==> src/rtl/fifo_pkg.sv <==
// fifo_pkg: shared widths and buffer geometry for the FIFO read-side adapter
package fifo_pkg;
   localparam int DATA_WIDTH_DEF = 8;
   localparam int BUF_DEPTH = 3;
   localparam int PTR_W = 2;
   function automatic logic [PTR_W-1:0] ptr_inc(input logic [PTR_W-1:0] p);
      return (p == PTR_W'(BUF_DEPTH - 1)) ? '0 : p + PTR_W'(1);
   endfunction
endpackage

==> src/rtl/fifo_stream_reader_if.sv <==
// fifo_stream_reader_if: valid/ready stream with packet last marker
interface fifo_stream_reader_if import fifo_pkg::*; #(parameter int DATA_WIDTH = DATA_WIDTH_DEF);
   logic                  m_valid;
   logic                  m_ready;
   logic                  m_last;
   logic [DATA_WIDTH-1:0] m_data;
   modport master (output m_valid, m_data, m_last, input m_ready);
   modport slave (input m_valid, m_data, m_last, output m_ready);
endinterface

==> src/rtl/stream_skid_buf.sv <==
// stream_skid_buf: 3-entry circular buffer with occupancy and write/read strobes
module stream_skid_buf import fifo_pkg::*; #(parameter int DATA_WIDTH = DATA_WIDTH_DEF) (
   input  logic                  clk,
   input  logic                  rst_n,
   input  logic                  wr,
   input  logic [DATA_WIDTH-1:0] wr_data,
   input  logic                  rd,
   output logic [DATA_WIDTH-1:0] rd_data,
   output logic [1:0]            occ
);
   logic [DATA_WIDTH-1:0] mem [BUF_DEPTH];
   logic [PTR_W-1:0]      wr_ptr;
   logic [PTR_W-1:0]      rd_ptr;
   assign rd_data = mem[rd_ptr];
   always_ff @(posedge clk) begin
      if (!rst_n) begin
         occ <= '0;
         wr_ptr <= '0;
         rd_ptr <= '0;
         for (int i = 0; i < BUF_DEPTH; i++) mem[i] <= '0;
      end else begin
         if (wr) begin
            mem[wr_ptr] <= wr_data;
            wr_ptr <= ptr_inc(wr_ptr);
         end
         if (rd) rd_ptr <= ptr_inc(rd_ptr);
         occ <= occ + 2'(wr) - 2'(rd);
      end
   end
endmodule

==> src/rtl/fifo_stream_reader.sv <==
// fifo_stream_reader: pops a synchronous FIFO and frames its words into a packetised valid/ready stream
module fifo_stream_reader import fifo_pkg::*; #(
   parameter int DATA_WIDTH = DATA_WIDTH_DEF,
   parameter int PKT_LEN = 4,
   parameter int CNT_W = 8
) (
   input  logic                  clk,
   input  logic                  rst_n,
   input  logic                  enable,
   input  logic                  fifo_empty,
   input  logic [DATA_WIDTH-1:0] fifo_data,
   output logic                  fifo_r_en,
   fifo_stream_reader_if.master  m,
   output logic                  pkt_done,
   output logic [CNT_W-1:0]      pkt_count
);
   logic             inflight;
   logic [1:0]       occ;
   logic [CNT_W-1:0] wcnt;
   logic             hs;
   // Reserving a slot for the in-flight word keeps m_ready out of the pop path
   assign fifo_r_en = enable & ~fifo_empty & (3'(occ) + 3'(inflight) < 3'(BUF_DEPTH));
   assign m.m_valid = occ != 2'd0;
   assign m.m_last = m.m_valid & (wcnt == CNT_W'(PKT_LEN - 1));
   assign hs = m.m_valid & m.m_ready;
   stream_skid_buf #(.DATA_WIDTH(DATA_WIDTH)) u_buf (
      .clk     (clk),
      .rst_n   (rst_n),
      .wr      (inflight),
      .wr_data (fifo_data),
      .rd      (hs),
      .rd_data (m.m_data),
      .occ     (occ)
   );
   always_ff @(posedge clk) begin
      if (!rst_n) begin
         inflight <= 1'b0;
         wcnt <= '0;
         pkt_done <= 1'b0;
         pkt_count <= '0;
      end else begin
         inflight <= fifo_r_en;
         pkt_done <= hs & m.m_last;
         if (hs) wcnt <= m.m_last ? '0 : wcnt + CNT_W'(1);
         if (hs & m.m_last) pkt_count <= pkt_count + CNT_W'(1);
      end
   end
endmodule

==> src/flat_wrapper.sv <==
// flat-port wrapper written by rule: the top's interface ports become plain ports
module fifo_stream_reader_flat import fifo_pkg::*;
#(
   parameter int DATA_WIDTH = DATA_WIDTH_DEF,
   parameter int PKT_LEN = 4,
   parameter int CNT_W = 8
)
  (clk, rst_n, enable, fifo_empty, fifo_data, fifo_r_en, pkt_done, pkt_count, m_m_valid, m_m_data, m_m_last, m_m_ready);
  fifo_stream_reader_if #(.DATA_WIDTH(DATA_WIDTH)) m_i ();
  input  logic clk;
  input  logic rst_n;
  input  logic enable;
  input  logic fifo_empty;
  input  logic [DATA_WIDTH-1:0] fifo_data;
  output logic fifo_r_en;
  output logic pkt_done;
  output logic [CNT_W-1:0] pkt_count;
  output wire logic [$bits(m_i.m_valid)-1:0] m_m_valid;
  output wire logic [$bits(m_i.m_data)-1:0] m_m_data;
  output wire logic [$bits(m_i.m_last)-1:0] m_m_last;
  input wire logic [$bits(m_i.m_ready)-1:0] m_m_ready;
  assign m_m_valid = m_i.m_valid;
  assign m_m_data = m_i.m_data;
  assign m_m_last = m_i.m_last;
  assign m_i.m_ready = m_m_ready;
  fifo_stream_reader #(.DATA_WIDTH(DATA_WIDTH), .PKT_LEN(PKT_LEN), .CNT_W(CNT_W)) u_core (.clk(clk), .rst_n(rst_n), .enable(enable), .fifo_empty(fifo_empty), .fifo_data(fifo_data), .fifo_r_en(fifo_r_en), .m(m_i), .pkt_done(pkt_done), .pkt_count(pkt_count));
endmodule
==> config.mk <==
export PLATFORM = sky130hd
export DESIGN_NAME = fifo_stream_reader_flat
export DESIGN_NICKNAME = d
export VERILOG_FILES = /design/src/rtl/fifo_pkg.sv /design/src/rtl/fifo_stream_reader_if.sv /design/src/rtl/stream_skid_buf.sv /design/src/rtl/fifo_stream_reader.sv /design/src/flat_wrapper.sv
export SDC_FILE = /design/constraint.sdc
export NUM_CORES = 1
export LEC_CHECK = 0
export BUFFER_PORTS_ARGS = -buffer_cell sky130_fd_sc_hd__buf_2
export CAP_MARGIN = 20
export CORE_MARGIN = 8
export CORE_UTILIZATION = 35
export CTS_CLUSTER_DIAMETER = 60
export CTS_CLUSTER_SIZE = 16
export DETAILED_ROUTE_END_ITERATION = 8
export SETUP_SLACK_MARGIN = 0.5
export SLEW_MARGIN = 20
export SYNTH_ARGS = -nofsm -noshare
export SYNTH_HDL_FRONTEND = slang
export SYNTH_HIERARCHICAL = 1
export SYNTH_SLANG_ARGS = --single-unit
==> constraint.sdc <==
create_clock -name clk -period 3.1 [get_ports clk]
set_input_delay 0.93 -clock clk [delete_from_list [all_inputs] [get_ports clk]]
set_output_delay 0.93 -clock clk [all_outputs]
set_load 0.02 [all_outputs]
### Yosys cells after proc, flatten, opt, wreduce, memory -nomap -nowiden

Memory sizes are Yosys's and may differ from the RTL's. A register that Yosys moved wholly into a read port is not among the register bits.
Cells that the tools add are included.

* add/sub/neg operators: 7
* $lt $le $gt $ge: 1
* eq/ne operators: 3
* muxes and demuxes: 12
* bitwise logic cells: 6
* reduce and logical (&&, ||, !) cells: 2

Operator list (number)
* $add A8 B1 Y8 const B: 2
* $mux W8: 2
* $mux W2: 5
* $eq A8 B2 Y1 const B: 1
* $reduce_or A8 Y1: 1
* $and A1 B1 Y1: 5
* $mux W1: 5
* $add A2 B1 Y2 const B: 2
* $eq A2 B2 Y1 const B: 2
* $add A2 B1 Y3: 1
* $lt A3 B2 Y1 const B: 1
* $add A2 B1 Y2: 1
* $reduce_bool A2 Y1: 1
* $sub A2 B1 Y2: 1
* $not A1 Y1: 1

* flip-flop bits (word level): 24
* bits in writable memories: 24
* input port bits: 13
* output and inout bits: 20
* logic and storage cells: 39
* memories: 1

Memories
* u_core.u_buf.mem: words 3, bits a word 8, rd ports 1, clocked after Yosys merged registers in 1, wr ports 3, line stream_skid_buf.sv:11 `logic [DATA_WIDTH-1:0] mem [BUF_DEPTH];`

### Depth between registers and ports, before layout

* depth in word-level cells: 5
* depth in mapped cells: 6
* gate-level depth less buffers: 6

### Modules after synthesis

Netlist, hierarchy kept.

Modules (own cells, without submodules)
* stream_skid_buf: instances 1, cells an instance 103, area an instance 1684.1 µm², seq. area each 1121.1 µm²
* fifo_stream_reader: instances 1, cells an instance 91, area an instance 843.3 µm², seq. area each 360.3 µm²

### Worst setup path after synthesis

OpenSTA, ideal clock, no wires.

* path kind: input-to-output
* start: in enable
* end: out fifo_r_en
* arrival time: 2116 ps
* setup slack: 54 ps
* cell stages on the path: 2
* path through: inv_1 > a2111oi_0

* longest elaborated chain between the ends: 2

Ends and longest elaborated chain
* start, declared: line flat_wrapper.sv:12 `input logic enable;`
* $and A1 B1 Y1 (2 in a row): line fifo_stream_reader.sv:22 `assign fifo_r_en = enable & ~fifo_empty & (3'(occ) + 3'(inflight) < 3'(BUF_DEPTH));`
* end, declared: line flat_wrapper.sv:15 `output logic fifo_r_en;`

Every way passes these cells.

### Worst setup path after layout

* start: reg u_core.u_buf.occ[0]
* end: out fifo_r_en

* longest elaborated chain between the ends: 3

Ends and longest elaborated chain
* start, declared: line stream_skid_buf.sv:9 `output logic [1:0] occ`
* start signal, assigned: line stream_skid_buf.sv:27 `occ <= occ + 2'(wr) - 2'(rd);`
* $add A2 B1 Y3: line fifo_stream_reader.sv:22
* $lt A3 B2 Y1: line fifo_stream_reader.sv:22
* $and A1 B1 Y1: line fifo_stream_reader.sv:22

Every way passes these cells.

==> impl_metrics.yaml <==
yosys:
  synth-edff-count: 32
  synth_ff_type: "edfxtp_1"
  ys_top_cells_by_count: "32 x edfxtp_1, 26 x and2_1, 26 x dfxtp_1"
  postSynthCellCount: 194
  synth_top_area_share_pct: 38.0
  ys_ff_latch: 58
  syn_nets: 213
  synth_xor_area_share_pct: 4.01
  synth_largest_area_cell: "edfxtp_1"
  synth_cell_types: 39
  yosysMostFrequentCell: "edfxtp_1"
  syn_area_per_cell_um2: 13.0
  async_flop_share_pct: 0
  muxShareOfSynthArea_pct: 7.92
  synth-simple-area-share_pct: 20.6
  synth_adder_area_share_pct: 2.97
  synth_seq_area_share_pct: 58.6
  syn_area_mm2: 0.00253
  synth_compound_area_share_pct: 4.31
  synthTopCellsByArea: "edfxtp_1 38%, dfxtp_1 21%, mux4_2 7.1%"
  synth_top_family_by_area: "simple AND/OR/NAND/NOR gates"
  ys_warn_count: 6
setup_path:
  reg2reg_slack_ps: 1260
  criticalPathCategory: "reg2out"
  reg2reg_from: "u_core/u_buf/occ[1]"
  worstSetupEndpointType: "output port"
  cp-start-kind: "flop"
  cp.arrival_ps: 1600
  timing.rr.end: "u_core/u_buf/occ[1]"
  required_ps: 2170
  crit_fanout: 5
  r2r_cells: 6
cells_and_area:
  final_core_utilization_pct: 43.7
  design_area_mm2: 0.00312
  antennaDiodeCount: 0
  drive_gt1_share_pct: 31.0
  synthToLayoutAreaGrowth_pct: 23.5
  final_nets: 256
worst_hold_path:
  min_from: "u_core/pkt_count[7]"
  min_to: "u_core/pkt_count[7]"
  hold_path_depth: 2
  hold_class: "reg2reg"
sta:
  fin_crit_ps: 2530
  fin_worst_skew_ps: 6.79
  rsz0062_at_grt: "yes"
  final-setup-viol-count: 0
  slew_viol_final: 0
  fmax_mhz: 395
  final.period_utilization_pct: 81.7
  max-slew-margin-rel_pct: 69.0
  timing.setup.tns_ps: 0
  worst-slew-pin-transition_ps: 465
  hold_viol_final: 0
global_route:
  grt.total_usage_pct: 10.6
  grt_pass1_vias: 1638
  overflow: 0
  grt_pass1_wl_um: 8130
  grt_max_degree: 17
  antenna_found_initial: 0
route:
  route.detailed.drc: 0
  postRouteWirelength_um: 4840
  ant_nets: 0
  dr.pass1.iters: 4
  vias_per_cell: 4.71
  wire_per_inst_um: 14.2
  vias: 1606
  first_iter_violations: 107
die:
  core_area_mm2: 0.00714
  die_w_um: 101
  initial_core_util_pct: 35.4
  io_pins: 33
  die-area_mm2: 0.0102
  rows: 31
  die_h_um: 101
clock_tree:
  clk_latency_ps: 330
  clk_pin_slew_ps: 70
  h-tree-depth: 3
  cts_tree: "yes"
  cts.sink_count: 58
  ctsLongestPathBuffers: 2
  cts_made_buffers: 9
  cts_root_buffer: "clkbuf_8"
power_and_ir_drop:
  p_leak_uw: 0.00121
  ir_worst_vdd_uv: 507
  power_density_mw_per_mm2: 671
outcome:
  status: "finished, final reports clean"
placement:
  place.detailed.hpwl_um: 3300
  io_buffer_count: 32
  dpl_cell_area_mm2: 0.00281
  gp_congestion: 0.697
run:
  max_cap_viol_count: 0
[final cells by class]
cell class | count | area [um^2]
fillers | 694 | 4020
inverters | 4 | 15.0
flip-flops and latches | 58 | 1490
repair buffers | 36 | 195
multi-input cells | 128 | 1050
well taps | 99 | 124
clock inverters | 7 | 125
clock buffers | 9 | 124
[routing by layer]
| metal | GRT usage, % | vias to the layer above | part of all wire [%] | wire (um) |
|---|---|---|---|---|
| met5 | 0 | - | 0 | 0 |
| met4 | 4.81 | 0 | 1.1 | 54 |
| met3 | 4.35 | 5 | 6.0 | 290 |
| met2 | 17.0 | 36 | 50 | 2410 |
| met1 | 12.0 | 773 | 43 | 2080 |
| li1 | - | 792 | - | - |
[where the power goes]
group	total, uW	internal (uW)	switching (uW)
registers	922	863	59.4
clock network	863	542	321
logic	310	156	155
total	2100	1560	535
[cell usage in the layout, fill, tap and decap left out, drive strengths merged, types with 6 or more instances in the layout]
| cell | n |
|---|---|
| buf | 36 |
| edfxtp | 32 |
| and2 | 26 |
| dfxtp | 26 |
| nor2 | 14 |
| nand2 | 12 |
| clkbuf | 9 |
| mux4 | 8 |
| o21ai | 6 |
| ha | 6 |
[worst max path at each step]
stage / from / to / slack (ps) / depth (start not counted)
2_1_floorplan: u_core/wcnt[0] / m_m_last / 620 / 4
6_report: u_core/u_buf/occ[0] / fifo_r_en / 570 / 4
3_5_place_dp: enable / fifo_r_en / 590 / 4
3_3_place_gp: enable / fifo_r_en / 620 / 4
4_1_cts: u_core/inflight / fifo_r_en / 330 / 4
5_1_grt: u_core/u_buf/occ[0] / fifo_r_en / 490 / 4
[sequential cells by signal (all words and copies together), names as in the netlist, named ones only]
signal and count:
u_core/wcnt 8, u_core/pkt_count 8, u_core/u_buf/mem 32, u_core/u_buf/rd_ptr 2, u_core/inflight 1, u_core/u_buf/wr_ptr 2
u_core/u_buf/occ 2, u_core/pkt_done 1
[per-stage QoR]
stage,setup WS (ps),instances,hold WS [ps],power [uW]
after floorplan,615,194,485,1160
after CTS,335,340,494,2110
after detailed placement,593,323,483,1230
after global routing,491,341,518,2190
final,566,341,480,2100
after global placement,620,323,468,1230
[worst max-delay path, stage by stage, from the launching register on]
cell and delay (ps):
dfxtp_2 380, ha_2 200, ha_4 200, a2111oi_4 300
buf_4 200
[logic make-up after synthesis]
kind of cell	Yosys count
AO/OA/AOI/OAI	18
XOR/XNOR	10
buffers and inverters	8
adder cells (fa/ha/maj)	6
AND/OR/NAND/NOR	84
flip-flops	58
multiplexers	10
[what timing repair did]
| action | CTS | global route |
|---|---|---|
| pin swaps | 0 | 1 |
| resized for setup | 4 | 9 |
| setup buffers | 1 | 1 |
| hold buffers | 0 | 0 |
| setup endpoints to repair | 10 | 6 |
No activity file was read; power rests on OpenSTA's default activity.
